[src/rtl/tic_sat_array_if.sv]
// Stream bundle for tic_sat_array: input beat channel (vectors and weight
// rows) and buffered result channel.
//   in_valid/in_ready/in_mode/in_row/in_data : input beat, mode 0 = vector, 1 = weight row
//   out_valid/out_ready/out_data             : result stream, lane c = y[c]
interface tic_sat_array_if #(
   parameter int unsigned N  = 4,
   parameter int unsigned DW = 8
);
   localparam int unsigned RW = $clog2(N);

   logic            in_valid;
   logic            in_ready;
   logic            in_mode;
   logic [RW-1:0]   in_row;
   logic [N*DW-1:0] in_data;
   logic            out_valid;
   logic            out_ready;
   logic [N*DW-1:0] out_data;

   modport master (
      output in_valid, in_mode, in_row, in_data, out_ready,
      input  in_ready, out_valid, out_data
   );

   modport slave (
      input  in_valid, in_mode, in_row, in_data, out_ready,
      output in_ready, out_valid, out_data
   );
endinterface

[src/rtl/tic_sat_array.sv]
// N x N weight-stationary systolic matrix-vector engine with input skew,
// output deskew, saturating requantisation and a credit-guarded output FIFO.
//   clk, reset : clock, asynchronous active-high reset
//   bus        : tic_sat_array_if slave (input beats in, results out)
//   busy       : a vector is in flight
//   sat_flag   : sticky, some pushed lane has clamped since reset
module tic_sat_array #(
   parameter int unsigned N     = 4,
   parameter int unsigned DW    = 8,
   parameter int unsigned DEPTH = 8,
   parameter int unsigned SHIFT = 0
) (
   input  logic           clk,
   input  logic           reset,
   tic_sat_array_if.slave bus,
   output logic           busy,
   output logic           sat_flag
);
   localparam int unsigned RW   = $clog2(N);
   localparam int unsigned PW   = 2 * DW;
   localparam int unsigned AW   = 2 * DW + $clog2(N);
   localparam int unsigned PTRW = $clog2(DEPTH);
   localparam int unsigned CW   = PTRW + 2;
   localparam int unsigned TW   = 2 * N;
   localparam logic [0:0] S_IDLE = 1'b0;
   localparam logic [0:0] S_RUN  = 1'b1;
   localparam logic signed [AW-1:0] MAX_V = AW'((1 << (DW - 1)) - 1);
   localparam logic signed [AW-1:0] MIN_V = ~MAX_V;

   logic [0:0]      state, state_nx;
   logic [CW-1:0]   inflight, inflight_nx;
   logic [PTRW:0]   fifo_count;
   logic [PTRW-1:0] wr_ptr, rd_ptr;
   logic            acc_vec, acc_w, push, pop;
   logic [TW-1:0]   tag;

   logic signed [DW-1:0] w      [N][N];
   logic signed [DW-1:0] a_in   [N];
   logic signed [DW-1:0] a_q    [N][N-1];
   logic signed [DW-1:0] a_pe   [N][N];
   logic signed [AW-1:0] p_q    [N][N];
   logic signed [AW-1:0] p_pe   [N][N];
   logic signed [PW-1:0] prod   [N][N];
   logic signed [AW-1:0] col_out[N];
   logic signed [AW-1:0] shifted[N];
   logic [N-1:0]         sat_lane;
   logic [N*DW-1:0]      res_data;
   logic [N*DW-1:0]      mem [DEPTH];

   // Admission: vectors need a free FIFO credit, weight rows need an empty pipe.
   assign bus.in_ready = bus.in_mode ? (state == S_IDLE)
                                     : ((CW'(fifo_count) + inflight) < CW'(DEPTH));
   assign acc_vec = bus.in_valid & bus.in_ready & ~bus.in_mode;
   assign acc_w   = bus.in_valid & bus.in_ready &  bus.in_mode;

   // Next-state and in-flight bookkeeping.
   always_comb begin
      state_nx    = state;
      inflight_nx = inflight;
      case ({acc_vec, push})
         2'b10:   inflight_nx = inflight + CW'(1);
         2'b01:   inflight_nx = inflight - CW'(1);
         default: ;
      endcase
      case (state)
         S_IDLE:  if (acc_vec) state_nx = S_RUN;
         S_RUN:   if (inflight_nx == '0) state_nx = S_IDLE;
         default: state_nx = S_IDLE;
      endcase
   end

   always_ff @(posedge clk or posedge reset) begin
      if (reset) begin
         state    <= S_IDLE;
         inflight <= '0;
         busy     <= 1'b0;
      end else begin
         state    <= state_nx;
         inflight <= inflight_nx;
         busy     <= (inflight_nx != '0);
      end
   end

   // Weight store; rows only change while the pipe is empty.
   always_ff @(posedge clk or posedge reset) begin
      if (reset) begin
         for (int unsigned r = 0; r < N; r++)
            for (int unsigned c = 0; c < N; c++) w[r][c] <= '0;
      end else begin
         for (int unsigned r = 0; r < N; r++)
            for (int unsigned c = 0; c < N; c++)
               if (acc_w && bus.in_row == RW'(r)) w[r][c] <= bus.in_data[c*DW +: DW];
      end
   end

   // Input skew: row r sees its lane r register stages after capture.
   for (genvar r = 0; r < N; r++) begin : g_skew
      logic signed [DW-1:0] sk [r+1];
      always_ff @(posedge clk or posedge reset) begin
         if (reset) begin
            for (int k = 0; k <= r; k++) sk[k] <= '0;
         end else begin
            sk[0] <= acc_vec ? bus.in_data[r*DW +: DW] : '0;
            for (int k = 1; k <= r; k++) sk[k] <= sk[k-1];
         end
      end
      assign a_in[r] = sk[r];
   end

   // PE neighbour wiring: activations flow right, partial sums flow down.
   for (genvar r = 0; r < N; r++) begin : g_row
      for (genvar c = 0; c < N; c++) begin : g_pe
         if (c == 0) begin : g_a0
            assign a_pe[r][c] = a_in[r];
         end else begin : g_an
            assign a_pe[r][c] = a_q[r][c-1];
         end
         if (r == 0) begin : g_p0
            assign p_pe[r][c] = '0;
         end else begin : g_pn
            assign p_pe[r][c] = p_q[r-1][c];
         end
         assign prod[r][c] = PW'(a_pe[r][c]) * PW'(w[r][c]);
      end
   end

   always_ff @(posedge clk or posedge reset) begin
      if (reset) begin
         for (int unsigned r = 0; r < N; r++) begin
            for (int unsigned c = 0; c < N; c++)     p_q[r][c] <= '0;
            for (int unsigned c = 0; c < N - 1; c++) a_q[r][c] <= '0;
         end
      end else begin
         for (int unsigned r = 0; r < N; r++) begin
            for (int unsigned c = 0; c < N; c++)     p_q[r][c] <= p_pe[r][c] + AW'(prod[r][c]);
            for (int unsigned c = 0; c < N - 1; c++) a_q[r][c] <= a_pe[r][c];
         end
      end
   end

   // Output deskew: column c waits N-1-c cycles so all lanes align.
   for (genvar c = 0; c < N; c++) begin : g_deskew
      if (c == N - 1) begin : g_last
         assign col_out[c] = p_q[N-1][c];
      end else begin : g_dly
         localparam int unsigned DL = N - 1 - c;
         logic signed [AW-1:0] dk [DL];
         always_ff @(posedge clk or posedge reset) begin
            if (reset) begin
               for (int unsigned k = 0; k < DL; k++) dk[k] <= '0;
            end else begin
               dk[0] <= p_q[N-1][c];
               for (int unsigned k = 1; k < DL; k++) dk[k] <= dk[k-1];
            end
         end
         assign col_out[c] = dk[DL-1];
      end
   end

   // Valid tag rides alongside the vector; its last stage is the FIFO push.
   always_ff @(posedge clk or posedge reset) begin
      if (reset) tag <= '0;
      else       tag <= {tag[TW-2:0], acc_vec};
   end
   assign push = tag[TW-1];

   // Requantise: arithmetic shift (floor), then clamp to signed DW range.
   always_comb begin
      sat_lane = '0;
      res_data = '0;
      for (int unsigned c = 0; c < N; c++) begin
         shifted[c] = col_out[c] >>> SHIFT;
         if (shifted[c] > MAX_V) begin
            res_data[c*DW +: DW] = MAX_V[DW-1:0];
            sat_lane[c]          = 1'b1;
         end else if (shifted[c] < MIN_V) begin
            res_data[c*DW +: DW] = MIN_V[DW-1:0];
            sat_lane[c]          = 1'b1;
         end else begin
            res_data[c*DW +: DW] = shifted[c][DW-1:0];
         end
      end
   end

   always_ff @(posedge clk or posedge reset) begin
      if (reset) sat_flag <= 1'b0;
      else       sat_flag <= sat_flag | (push & (|sat_lane));
   end

   // First-word fall-through result FIFO; credits guarantee no overflow.
   assign pop           = bus.out_valid & bus.out_ready;
   assign bus.out_valid = (fifo_count != '0);
   assign bus.out_data  = bus.out_valid ? mem[rd_ptr] : '0;

   always_ff @(posedge clk or posedge reset) begin
      if (reset) begin
         wr_ptr     <= '0;
         rd_ptr     <= '0;
         fifo_count <= '0;
      end else begin
         if (push) wr_ptr <= wr_ptr + PTRW'(1);
         if (pop)  rd_ptr <= rd_ptr + PTRW'(1);
         case ({push, pop})
            2'b10:   fifo_count <= fifo_count + (PTRW+1)'(1);
            2'b01:   fifo_count <= fifo_count - (PTRW+1)'(1);
            default: ;
         endcase
      end
   end

   always_ff @(posedge clk) begin
      if (push) mem[wr_ptr] <= res_data;
   end
endmodule
[src/flat_wrapper.sv]
// flat-port wrapper written by rule: the top's interface ports become plain ports
module tic_sat_array_flat 
#(
   parameter int unsigned N     = 4,
   parameter int unsigned DW    = 8,
   parameter int unsigned DEPTH = 8,
   parameter int unsigned SHIFT = 0
)
  (clk, reset, busy, sat_flag, bus_in_valid, bus_in_mode, bus_in_row, bus_in_data, bus_out_ready, bus_in_ready, bus_out_valid, bus_out_data);
  tic_sat_array_if #(.N(N), .DW(DW)) bus_i ();
  input  logic clk;
  input  logic reset;
  output logic busy;
  output logic sat_flag;
  input wire logic [$bits(bus_i.in_valid)-1:0] bus_in_valid;
  input wire logic [$bits(bus_i.in_mode)-1:0] bus_in_mode;
  input wire logic [$bits(bus_i.in_row)-1:0] bus_in_row;
  input wire logic [$bits(bus_i.in_data)-1:0] bus_in_data;
  input wire logic [$bits(bus_i.out_ready)-1:0] bus_out_ready;
  output wire logic [$bits(bus_i.in_ready)-1:0] bus_in_ready;
  output wire logic [$bits(bus_i.out_valid)-1:0] bus_out_valid;
  output wire logic [$bits(bus_i.out_data)-1:0] bus_out_data;
  assign bus_i.in_valid = bus_in_valid;
  assign bus_i.in_mode = bus_in_mode;
  assign bus_i.in_row = bus_in_row;
  assign bus_i.in_data = bus_in_data;
  assign bus_i.out_ready = bus_out_ready;
  assign bus_in_ready = bus_i.in_ready;
  assign bus_out_valid = bus_i.out_valid;
  assign bus_out_data = bus_i.out_data;
  tic_sat_array #(.N(N), .DW(DW), .DEPTH(DEPTH), .SHIFT(SHIFT)) u_core (.clk(clk), .reset(reset), .bus(bus_i), .busy(busy), .sat_flag(sat_flag));
endmodule
[config.mk]
export PLATFORM = sky130hd
export DESIGN_NAME = tic_sat_array_flat
export DESIGN_NICKNAME = d
export VERILOG_FILES = /design/src/rtl/tic_sat_array_if.sv /design/src/rtl/tic_sat_array.sv /design/src/flat_wrapper.sv
export SDC_FILE = /design/constraint.sdc
export NUM_CORES = 2
export LEC_CHECK = 0
export BUFFER_PORTS_ARGS = -buffer_cell sky130_fd_sc_hd__clkbuf_2
export CAP_MARGIN = 20
export CORE_ASPECT_RATIO = 1.1
export CORE_UTILIZATION = 38
export CTS_CLUSTER_DIAMETER = 40
export DETAILED_ROUTE_END_ITERATION = 7
export GPL_TIMING_DRIVEN = 0
export SYNTH_ARGS = -nofsm -noshare
export SYNTH_HDL_FRONTEND = slang
export SYNTH_SLANG_ARGS = --single-unit
[constraint.sdc]
create_clock -name clk -period 48.1 [get_ports clk]
set_input_delay 7.215 -clock clk [delete_from_list [all_inputs] [get_ports clk]]
set_output_delay 7.215 -clock clk [all_outputs]
set_load 0.005 [all_outputs]
; ---- Word-level counts from Yosys, hierarchy flattened
; Memory sizes are Yosys's and may differ from the RTL's.
; Index checks and enable logic that the tools add are counted.
[word_totals]
mem_bits_ro = 0
latchBits = 0
register_bits = 718
mem_bits_rw = 256
inputBits = 39
output_inout_bits = 36
mem_count = 1
wordCells = 167
[classes]
n_eq_ne = 7
n_addsub = 19
div_mod_pow = 0
shifts = 0
bitwise_logic = 8
reduce_logical = 10
magnitude_cmp = 9
multipliers = 16
mux = 29
[mem_list]
columns = memory, depth, word_bits, read_ports, rd_ports_with_merged_regs, wr, line_no
row1 = u_core.mem, 8, 32, 1, 0, 1, tic_sat_array.sv:48  ; logic [N*DW-1:0] mem [DEPTH];
[op_table]
columns = cell, n
row1 = multiplier 8 x 8 -> 16 bit, 16
row2 = adder 18 x 16 -> 18 bit, 8
row3 = two-way mux 8 bit, 12
row4 = "> comparator 18 x 8 -> 1 bit, second input constant", 4
row5 = "< comparator 18 x 8 -> 1 bit, second input constant", 4
row6 = adder 16 x 16 -> 17 bit, 4
row7 = two-way mux 32 bit, 1
row8 = two-way mux 1 bit, 13
row9 = case mux 5 bit (2 select lines), 1
row10 = "equality test 2 bit, second input constant", 4
row11 = case mux 4 bit (2 select lines), 1
row12 = "adder 3 x 1 -> 3 bit, second input constant", 2
row13 = "equality test 2 x 1 -> 1 bit, second input constant", 3
row14 = adder 4 x 5 -> 5 bit, 1
row15 = "adder 5 x 1 -> 5 bit, second input constant", 1
row16 = AND 1 bit, 5
row17 = logical NOT 5 bit, 1
row18 = "< comparator 5 x 4 -> 1 bit, second input constant", 1
row19 = nonzero test 5 bit, 1
row20 = "subtractor 5 x 1 -> 5 bit, second input constant", 1
row21 = "adder 4 x 1 -> 4 bit, second input constant", 1
row22 = logical AND 1 bit, 4
row23 = nonzero test 4 bit, 1
row24 = OR reduction 4 bit, 1
row25 = other kinds (6), 7

; ---- Depth between registers and ports, before layout
[logic_depth]
depth_word = 10
ltp_mapped = 20
ltp_nobuf = 19

; ---- Least setup slack after synthesis
; No wires, ideal clock.
[synth_path]
kind = input to output
startpoint = in bus_in_mode
endpoint = out bus_in_ready
n_path_buf = 0
cell_stages = 1
setup_slack_ns = 33.486
arrival_time_ns = 7.399
required_time_ns = 40.885
path_cell_list = mux2i_1
[synth_via]
elab_chain_len = 1
[synth_rtl]
columns = element, line_no
row1 = "start, declared", flat_wrapper.sv:16  ; input wire logic [$bits(bus_i.in_mode)-1:0] bus_in_mode;
row2 = two-way mux 1 bit, tic_sat_array.sv:51  ; assign bus.in_ready = bus.in_mode ? (state == S_IDLE)
row3 = "end, declared", flat_wrapper.sv:20  ; output wire logic [$bits(bus_i.in_ready)-1:0] bus_in_ready;
; No other way between the ends.

; ---- Worst setup path in the final report
; Same ends and word-level chain as after synthesis.

==> metrics.txt <==
Post-synth EDFFs 256; final instance area 87,560 sq um; cts bufs inserted 149; die span in x 434.2 microns; CTS tree done; Resize count post-CTS 0; Core Area 204,200 sq um; number of nets with antenna violations after routing 0; IO Port Bufs 74; Rel. slew slack 34.65%; GRT Total Usage 14.94%; Worst-Margin Slew 0.9802 ns; area post-placement 82,350 sq um; RSZ-0062 raised after global routing false; clock slew at reported path FFs 0.05 ns; final setup fails 0; Final Slew Violations 0; Final min period 15.17 ns; share of cells above drive strength 1 8.652%; drt initial violations 1,766; vias in the first global route 48,147; CTS Sinks 970; post-placement cell count 9,410; Worst Path Required 40.88 ns; vias 44,651; final wirelength 147,800 microns; Leak 0.04309 uW; CP Class input pin to output pin; Mapped Cells 6,583; Mapped Avg Cell Area 11.86 sq um; first-pass GRT wire length 248,600 microns; antenna violations before repair 14; ys flop type dfrtp_1; Area growth, synth to finish 12.16%; worst hold path class flip-flop to flip-flop; Pre-antenna DRT Iters 5; Final Non-Filler Cells 9,693; Fillers 19,071; fraction of the cycle the final worst path needs 31.55%; Die ar. 207,300 sq um; WP data arrival 7.96 ns; area share of the largest cell type after synthesis 29.87%; global route total overflow 0; largest net degree at the start of global routing 136; CTS root buffer clkbuf_16; CP max FO 3; worst reg-to-reg setup slack 42.22 ns; synth top area cells fa_1 30%, dfrtp_1 23%, ha_1 9.9%, edfxtp_1 9.8%, inv_1 6.6%; Max Fclk 65.90 MHz; Clock Latency Late Sink 0.78 ns; Synth area leader fa_1; Mapped Area 78,070 sq um; CP Launch Type input pin; post-synthesis async set-or-reset flop share 73.61%; Yosys reg bits 970; die height 477.4 microns; Ys Warns 0; Peak VDD IR 50.72 uV; Critical Path End Type output pin; DP HPWL 121,100 microns; synth unique cells 74; sequential area share after synthesis 32.73%; worst-case clock buffer depth 3; setup TNS 0 ns; CTS Hold Buffers Added 0; RD Place Congestion 0.8211; Residual DRC 0; htree depth 4; pwr/cell area 74.70 nW/um^2; syn nets 8,407; clock skew 0.03362 ns; wire length per cell 15.25 microns; # IOs 75; routed vias/inst 4.607; number of max-cap violations 0; std cell rows 174; # nets final 8,657; status finished clean; Starting Density 38.23%; Post-CTS Setup Inserts 0; Final Hold Fails 0
[per-stage QoR]
| stage | total power (uW) | setup slack (ns) | hold WS [ns] | utilization, % |
|---|---|---|---|---|
| finish | 6540 | 32.93 | 0.3280 | 42.88 |
| global route | 7274 | 32.91 | 0.3450 | 42.87 |
| CTS | 6650 | 32.83 | 0.3315 | 42.87 |
| detailed placement | 5491 | 32.82 | 0.3347 | 40.33 |
| global placement | 5390 | 13.92 | 0.3315 | 40.08 |
| floorplan | 4543 | 20.86 | 0.3312 | - |
[synth_stat cells, types with 10 or more instances]
library cell	instances
a31oi_1	14
a211oi_1	10
a21o_1	21
dfrtp_1	714
xor2_1	56
nand3_1	17
nor3_1	32
xnor2_1	216
mux2_2	139
and3_1	10
and2_1	573
inv_1	1365
nand4_1	15
edfxtp_1	256
nor2b_1	91
nor2_1	179
clkbuf_1	62
or3_1	14
buf_1	10
ha_1	620
fa_1	1165
a21oi_1	117
mux2i_1	38
mux4_2	64
nor4_1	17
nand2_1	448
o21a_1	60
o31ai_1	13
o21ai_0	73
nand2b_1	50
[critical path, cell delays in order]
cell,delay [ns]
clkbuf_2,0.12
mux2i_1,0.42
clkbuf_2,0.20
[sequential cells by signal (all words and copies together) (netlist names), 3 cells and up]
register / flops
u_core.rd_ptr: 3
u_core.w: 128
u_core.tag: 8
u_core.fifo_count: 4
u_core.col_out: 54
u_core.inflight: 5
u_core.p_pe: 204
u_core.g_skew.sk: 56
u_core.a_in: 24
u_core.wr_ptr: 3
u_core.p_q: 54
u_core.mem: 256
u_core.g_deskew.g_dly.dk: 72
u_core.a_pe: 96
[path summary, 6_finish.rpt]
kind,from,endpoint,cells past startpoint
hold reg to reg,u_core.g_skew[1].sk[11]$_DFF_PP0_,u_core.a_in[19]$_DFF_PP0_,0
max in group asynchronous,reset,u_core.p_pe[176]$_DFF_PP0_,5
setup reg to reg,u_core.w[16]$_DFFE_PP0P_,u_core.p_q[53]$_DFF_PP0_,17
hold / removal,u_core.g_skew[1].sk[11]$_DFF_PP0_,u_core.a_in[19]$_DFF_PP0_,0
min in group asynchronous,reset,u_core.g_deskew[0].g_dly.dk[34]$_DFF_PP0_,2
setup / recovery,bus_in_mode,bus_in_ready,3
[cell type report]
cell class | count | area [sq um] | share of cell area [%]
multi-input combinational | 4165 | 47130 | 53.82
sequential | 970 | 25550 | 29.18
inverter | 1368 | 5142 | 5.873
clock buffer | 181 | 4098 | 4.680
tap | 2728 | 3413 | 3.898
clock inverter | 95 | 1095 | 1.250
timing repair buffer | 99 | 798.3 | 0.9117
buffer | 80 | 316.6 | 0.3615
antenna | 7 | 17.52 | 0.02001
[layout by cell type (no fill, tap or decap), drive strengths merged, types with 8 or more instances in the layout]
cell type  instances
a211oi            10
a21o              22
a21oi            117
a31oi             14
and2             573
and3              10
buf               43
bufinv             9
clkbuf           317
clkinv            40
clkinvlp          14
dfrtp            714
edfxtp           256
fa              1165
ha               620
inv             1400
mux2             140
mux2i             38
mux4              64
nand2            448
nand2b            50
nand3             17
nand4             15
nor2             179
nor2b             91
nor3              33
nor4              18
o211ai             9
o21a              60
o21ai             77
o31ai             13
or2                8
or3               15
xnor2            216
xor2              56
[report_power, final]
group / leakage (uW) / internal [uW] / switching (uW) / total (uW)
logic: 0.0292 / 1870 / 2190 / 4060
clock network: 0.00251 / 672 / 414 / 1090
registers: 0.0114 / 1170 / 221 / 1400
total: 0.0431 / 3720 / 2820 / 6540
[routing by layer]
layer / vias to the layer above / track usage, % / share of wire (%)
met2: 487 / 25.13 / 49
met1: 22939 / 20.11 / 46
met4: 0 / 4.215 / 2.2
li1: 21023 / - / -
met5: - / 0 / 0
met3: 202 / 2.005 / 3.1
[logic make-up (layout without fill, tap and decap cells)]
logic type / count (synthesis) / count (layout) / share of synthesized area, %
simple gates: 1476 / 1476 / 9.811
flops: 970 / 970 / 32.73
other cells: 0 / 7 / 0
fa+ha+maj: 1785 / 1785 / 39.81
compound gates: 390 / 390 / 3.255
buf+inv: 1448 / 1823 / 6.983
xor+xnor: 272 / 272 / 3.051
mux: 242 / 242 / 4.358
Note: power is estimated with default switching activity, not from simulation.
